**config.mk**
```make
export PLATFORM = sky130hd
export DESIGN_NAME = vector_ave_feeder
export DESIGN_NICKNAME = d
export VERILOG_FILES = /design/src/rtl/vector_ave_pkg.sv /design/src/rtl/vector_ave_feeder_res_delay.sv /design/src/rtl/vector_ave_feeder.sv
export SDC_FILE = /design/constraint.sdc
export NUM_CORES = 1
export LEC_CHECK = 0
export CAP_MARGIN = 20
export CORE_MARGIN = 4
export CORE_UTILIZATION = 48
export CTS_BUF_LIST = sky130_fd_sc_hd__clkbuf_16
export CTS_CLUSTER_SIZE = 24
export DETAILED_ROUTE_END_ITERATION = 16
export PLACE_DENSITY_LB_ADDON = 0.2
export SYNTH_ARGS = -nofsm -noshare
export SYNTH_HDL_FRONTEND = slang
export SYNTH_HIERARCHICAL = 1
export SYNTH_SLANG_ARGS = --single-unit
```
**constraint.sdc**
```tcl
create_clock -name clk -period 3.7 [get_ports clk]
set_input_delay 0.555 -clock clk [delete_from_list [all_inputs] [get_ports clk]]
set_output_delay 0.555 -clock clk [all_outputs]
set_load 0.02 [all_outputs]
```
**src/rtl/vector_ave_pkg.sv**
```systemverilog
// Shared definitions for the vector averaging front end: FSM encoding and defaults.
package vector_ave_pkg;
   localparam int DEF_CW = 16;
   // Averager multiplier plus accumulator depth.
   localparam int DEF_RES_LAT = 3;

   typedef enum logic [1:0] {
      ST_IDLE  = 2'd0,
      ST_RUN   = 2'd1,
      ST_DRAIN = 2'd2,
      ST_DONE  = 2'd3
   } feeder_state_e;
endpackage

```
**src/rtl/vector_ave_feeder_res_delay.sv**
```systemverilog
// Fixed-depth single-bit delay line: turns an end-of-vector strobe into a result-valid strobe.
module res_delay #(
   parameter int RES_LAT = 3
) (
   input  logic clk,
   input  logic rst,
   input  logic din,
   output logic dout
);
   logic [RES_LAT-1:0] pipe_q;
   logic [RES_LAT-1:0] pipe_d;

   always_comb begin
      pipe_d    = pipe_q;
      pipe_d[0] = din;
      for (int i = 1; i < RES_LAT; i++) pipe_d[i] = pipe_q[i-1];
   end

   always_ff @(posedge clk or posedge rst) begin
      if (rst) pipe_q <= '0;
      else     pipe_q <= pipe_d;
   end

   assign dout = pipe_q[RES_LAT-1];
endmodule

```
**src/rtl/vector_ave_feeder.sv**
```systemverilog
// Frames an element stream into fixed-length vectors for the averager and tracks
// which averaged result is currently valid at its output.
module vector_ave_feeder
   import vector_ave_pkg::*;
#(
   parameter int RES_LAT = DEF_RES_LAT,
   parameter int CW      = DEF_CW
) (
   input  logic          clk,
   input  logic          rst,
   input  logic          start,
   input  logic [CW-1:0] cfg_vec_len,
   input  logic [CW-1:0] cfg_num_vec,
   input  logic [15:0]   cfg_fraction,
   input  logic          din_valid,
   input  logic [15:0]   din,
   output logic          din_ready,
   output logic          op_din_en,
   output logic          op_din_eop,
   output logic [15:0]   op_din,
   output logic [15:0]   fraction,
   output logic          res_valid,
   output logic [CW-1:0] res_idx,
   output logic          busy,
   output logic          done
);
   feeder_state_e state_q, state_d;
   logic [CW-1:0] len_q, len_d, num_q, num_d;
   logic [CW-1:0] elem_cnt_q, elem_cnt_d, vec_cnt_q, vec_cnt_d;
   logic [CW-1:0] res_idx_q, res_idx_d;
   logic [15:0]   fraction_q, fraction_d, op_din_q, op_din_d;
   logic          op_din_en_q, op_din_en_d, op_din_eop_q, op_din_eop_d;
   logic          acc, last_elem, last_vec, res_vld;

   assign acc       = din_valid && (state_q == ST_RUN);
   assign last_elem = (elem_cnt_q == len_q - CW'(1));
   assign last_vec  = (vec_cnt_q == num_q - CW'(1));

   always_comb begin
      state_d      = state_q;
      len_d        = len_q;
      num_d        = num_q;
      fraction_d   = fraction_q;
      elem_cnt_d   = elem_cnt_q;
      vec_cnt_d    = vec_cnt_q;
      res_idx_d    = res_vld ? res_idx_q + CW'(1) : res_idx_q;
      op_din_en_d  = acc;
      op_din_eop_d = acc && last_elem;
      op_din_d     = acc ? din : op_din_q;
      case (state_q)
         ST_IDLE: if (start) begin
            len_d      = cfg_vec_len;
            num_d      = cfg_num_vec;
            fraction_d = cfg_fraction;
            elem_cnt_d = '0;
            vec_cnt_d  = '0;
            res_idx_d  = '0;
            state_d    = (cfg_vec_len != '0 && cfg_num_vec != '0) ? ST_RUN : ST_DONE;
         end
         ST_RUN: if (acc) begin
            if (last_elem) begin
               elem_cnt_d = '0;
               vec_cnt_d  = vec_cnt_q + CW'(1);
               if (last_vec) state_d = ST_DRAIN;
            end else begin
               elem_cnt_d = elem_cnt_q + CW'(1);
            end
         end
         // Only the final result closes the job; earlier ones are still in flight.
         ST_DRAIN: if (res_vld && res_idx_q == num_q - CW'(1)) state_d = ST_DONE;
         default:  state_d = ST_IDLE;
      endcase
   end

   always_ff @(posedge clk or posedge rst) begin
      if (rst) begin
         state_q      <= ST_IDLE;
         len_q        <= '0;
         num_q        <= '0;
         fraction_q   <= '0;
         elem_cnt_q   <= '0;
         vec_cnt_q    <= '0;
         res_idx_q    <= '0;
         op_din_en_q  <= 1'b0;
         op_din_eop_q <= 1'b0;
         op_din_q     <= '0;
      end else begin
         state_q      <= state_d;
         len_q        <= len_d;
         num_q        <= num_d;
         fraction_q   <= fraction_d;
         elem_cnt_q   <= elem_cnt_d;
         vec_cnt_q    <= vec_cnt_d;
         res_idx_q    <= res_idx_d;
         op_din_en_q  <= op_din_en_d;
         op_din_eop_q <= op_din_eop_d;
         op_din_q     <= op_din_d;
      end
   end

   res_delay #(.RES_LAT(RES_LAT)) u_res_delay (
      .clk  (clk),
      .rst  (rst),
      .din  (op_din_eop_q),
      .dout (res_vld)
   );

   assign din_ready  = (state_q == ST_RUN);
   assign busy       = (state_q != ST_IDLE);
   assign done       = (state_q == ST_DONE);
   assign op_din_en  = op_din_en_q;
   assign op_din_eop = op_din_eop_q;
   assign op_din     = op_din_q;
   assign fraction   = fraction_q;
   assign res_valid  = res_vld;
   assign res_idx    = res_idx_q;
endmodule

```
==> reports/qor.csv <==
stage;metric;value;unit
power;Flop pwr share;32.9;%
synthesis;Synthesis Warnings;6;
clocking;Root Buffer;clkbuf_16;
clocking;clk slew on worst S/H paths;0.06;ns
die;die area;0.0163;sq mm
die;core area;0.0139;sq mm
synthesis;library cells used by synthesis;70;
cells_and_area;# fillers;1180;
power;Clock Power Share;24.5;%
synthesis;Async SR Flop Fraction;100;%
place;Placed Area;0.00818;sq mm
cells_and_area;area grow syn2layout;27.3;%
synthesis;Post-Syn Area;0.00687;sq mm
grt;first-pass GRT wire length;30400;microns
synthesis;register area share after synthesis;43.4;%
power;switching share of power;40.4;%
clocking;post-CTS setup buffer count;0;
power;Power Dens Cells;745;mW/mm^2
place;Routability Congestion;0.885;
synthesis;area share of fa/ha/maj cells after synthesis;1.64;%
setup_path;kind of critical path;reg2reg;
detailed_routing;via/cell ratio;5.64;
grt;antenna violations before repair;0;
power;Net Sw Power;0.00263;W
power;cell-internal power;0.00388;W
synthesis;mux cell area share after synthesis;3.83;%
synthesis;Compound-Gate Fraction of Synth Area;9.56;%
timing;RSZ-0062 raised after global routing;false;
min_path;Min-Delay Path Class;reg2reg;
timing;skew final;0.00686;ns
detailed_routing;vias;5981;
synthesis;average cell area after synthesis;8.95;sq um
synthesis;Primary FF master, synth;dfrtp_1;
setup_path;Worst setup SP type;register;
die;FP Rows;43;
power;Leakage;3.81;nW
synthesis;Synth area leader;dfrtp_1;
synthesis;most common library cells after synthesis;162 x nand2_1, 119 x dfrtp_1, 59 x nor2_1, 39 x clkbuf_1, 38 x xnor2_1;
setup_path;crit-path max FO;9;
timing;setup TNS;0;ns
timing;Max Slew Vio Count;0;
die;die width;128;microns
clocking;CTS tree;yes;
clocking;clock buffer count from CTS;17;
detailed_routing;drt pass-1 iters;5;
die;I/O Pins;122;
job;max_cap viols;0;
synthesis;Post-Synth XOR/XNOR Area;10.3;%
timing;Final setup viols;0;
cells_and_area;post-route cell area;0.00874;sq mm
place;Final HPWL DP;13400;microns
power;Logic pwr share;42.5;%
timing;Fin. Hold Viols;0;
synthesis;number of synthesized flops with an enable pin;0;
synthesis;syn_nets;844;
power;VDD IR max;0.478;mV
clocking;clock sink count;119;
timing;Worst-Margin Slew;0.966;ns
setup_path;Worst EP required;4.04;ns
detailed_routing;Final ANT Viol Nets;0;
grt;grt ovf;0;
detailed_routing;per-cell routed wire length;17.3;microns
synthesis;simple-gate share of the synthesized area;27.3;%
cells_and_area;layout cell share with drive strength beyond 1;8.30;%
detailed_routing;drt total wl;18400;microns
grt;vias in the first global route;6133;
cells_and_area;register area;0.00298;sq mm
detailed_routing;drt drc;0;
timing;fmax;0.296;GHz
synthesis;Synth Instances;767;
synthesis;main combinational cell family by area after synthesis;simple AND/OR/NAND/NOR gates;
cells_and_area;fin nets;944;
timing;min cycle time layout;3.38;ns
outcome;status;completed;
detailed_routing;DR iter-0 viols;369;
grt;pin count of the biggest net entering global routing;62;
setup_path;Critical Path Sink Type;register;
timing;Slew HR;35.6;%
timing;fin crit share;91.3;%
cells_and_area;Antenna Diode Count;0;
cells_and_area;area of the multi-input gates;0.00362;sq mm
synthesis;count leader, synth;nand2_1;
cells_and_area;post-layout util;62.7;%
setup_path;Critical Path AT;3.72;ns
clocking;clock latency at the later pin of the worst-skew pair;0.42;ns
die;Initial Util;49.3;%
synthesis;flops & latches, synth;119;
clocking;H-Tree Depth;4;
synthesis;main area contributors after synthesis;dfrtp_1 43%, nand2_1 8.9%, xnor2_1 4.8%, xor2_1 3.8%, nor2_1 3.2%;
place;PortBufs;121;
grt;all-layer global routing usage;23.5;%
clocking;post-CTS sizing;0;
timing;hold_ws;0.369;ns
synthesis;share of the synthesized area in the top cell type;43.4;%
clocking;Clock Tree Buf Depth;2;
die;Die Y-Extent;128;microns
clocking;CTS Hold Bufs;0;
per-layer routing:
layer	wire [microns]	up-vias	global-route usage (%)
li1	-	2873	-
met4	325	0	8.43
met3	1210	29	7.32
met2	9270	169	40.5
met5	0	-	0
met1	7560	2910	27.5
worst max-delay path: stages, from the launching register on:
cell and delay [ns]:
dfrtp_1 0.45, inv_1 0.10, ha_1 0.32, or4b_1 0.61, or4_1 0.54, a32oi_1 0.18, nand4_1 0.13, nor4b_1 0.38
nand4_1 0.17, a2bb2oi_2 0.23, mux2i_1 0.20
layout by cell type, fill, tap and decap left out, types with 4 or more instances in the layout:
| cell type | Yosys | routed |
|---|---|---|
| or4_1 | 20 | 20 |
| dfrtp_1 | 119 | 119 |
| mux2i_1 | 6 | 6 |
| nand3_1 | 20 | 20 |
| nor2b_1 | 7 | 7 |
| nand2_1 | 162 | 162 |
| ha_1 | 9 | 9 |
| o21ai_0 | 21 | 21 |
| nand2b_1 | 4 | 4 |
| xor2_1 | 30 | 30 |
| and3_1 | 13 | 13 |
| a31o_2 | 4 | 4 |
| or3_1 | 6 | 6 |
| xnor3_1 | 5 | 5 |
| and4_1 | 4 | 4 |
| nand4_1 | 19 | 19 |
| clkbuf_16 | 0 | 17 |
| a21oi_1 | 23 | 23 |
| and2_1 | 7 | 6 |
| nor3_1 | 18 | 18 |
| a21o_1 | 4 | 4 |
| nor2_1 | 59 | 59 |
| mux2_2 | 17 | 17 |
| buf_4 | 1 | 7 |
| xnor2_1 | 38 | 38 |
| nor4_1 | 19 | 19 |
| o31ai_1 | 14 | 14 |
| clkdlybuf4s50_1 | 0 | 121 |
| inv_1 | 19 | 21 |
final timing paths:
check / cells past startpoint / startpoint / endpoint / slack (ns)
worst max-delay path: 10 / num_q[0]$_DFFE_PP0P_ / state_q[1]$_DFFE_PP0P_ / 0.32
worst min-delay path: 0 / u_res_delay/pipe_q[1]$_DFF_PP0_ / u_res_delay/pipe_q[2]$_DFF_PP0_ / 0.37
worst max register to register: 10 / num_q[0]$_DFFE_PP0P_ / state_q[1]$_DFFE_PP0P_ / 0.32
worst min register to register: 0 / u_res_delay/pipe_q[1]$_DFF_PP0_ / u_res_delay/pipe_q[2]$_DFF_PP0_ / 0.37
max in group asynchronous: 3 / rst / elem_cnt_q[1]$_DFFE_PP0P_ / 2.22
min in group asynchronous: 2 / rst / u_res_delay/pipe_q[0]$_DFF_PP0_ / 0.42
kinds of logic (layout without fill, tap and decap cells):
logic type               count (synthesis)  after routing
AND/OR/NAND/NOR                        379            379
flip-flops                             119            119
AO/OA/AOI/OAI                           96             96
XOR/XNOR                                73             73
buffers and inverters                   67            180
multiplexers                            24             24
adder cells (fa/ha/maj)                  9              9
registers in the layout, indices dropped and copies added, names as in the netlist, 2 cells and up:
name                count
elem_cnt_q             16
fraction               16
len_q                  16
num_q                  16
op_din                 16
res_idx                16
vec_cnt_q              16
u_res_delay/pipe_q      3
state_q                 2
metrics by stage:
step | power, W | worst slack (ns) | std cells
after floorplan | 0.00401 | 0.0726 | 767
after global placement | 0.00483 | 0.447 | 1028
after detailed placement | 0.00492 | 0.330 | 1028
after CTS | 0.00654 | 0.311 | 1060
after global routing | 0.00695 | 0.00895 | 1060
final | 0.00651 | 0.322 | 1060
final cells by class:
cell class,count,area share [%]
clock inverter,15,1.59
tap,180,2.58
inverter,19,0.844
timing repair buffer,129,14.7
clock buffer,17,4.87
multi-input combinational,581,41.4
sequential,119,34.1
power by group through the flow:
stage / Sequential (W) / Combinational (W) / Clock (W)
after floorplan: 0.00213 / 0.00188 / 0
after global placement: 0.00213 / 0.00270 / 0
after detailed placement: 0.00215 / 0.00277 / 0
after CTS: 0.00214 / 0.00278 / 0.00162
after global routing: 0.00221 / 0.00305 / 0.00169
final: 0.00214 / 0.00277 / 0.00160
Note: power is estimated with default switching activity, not from simulation.
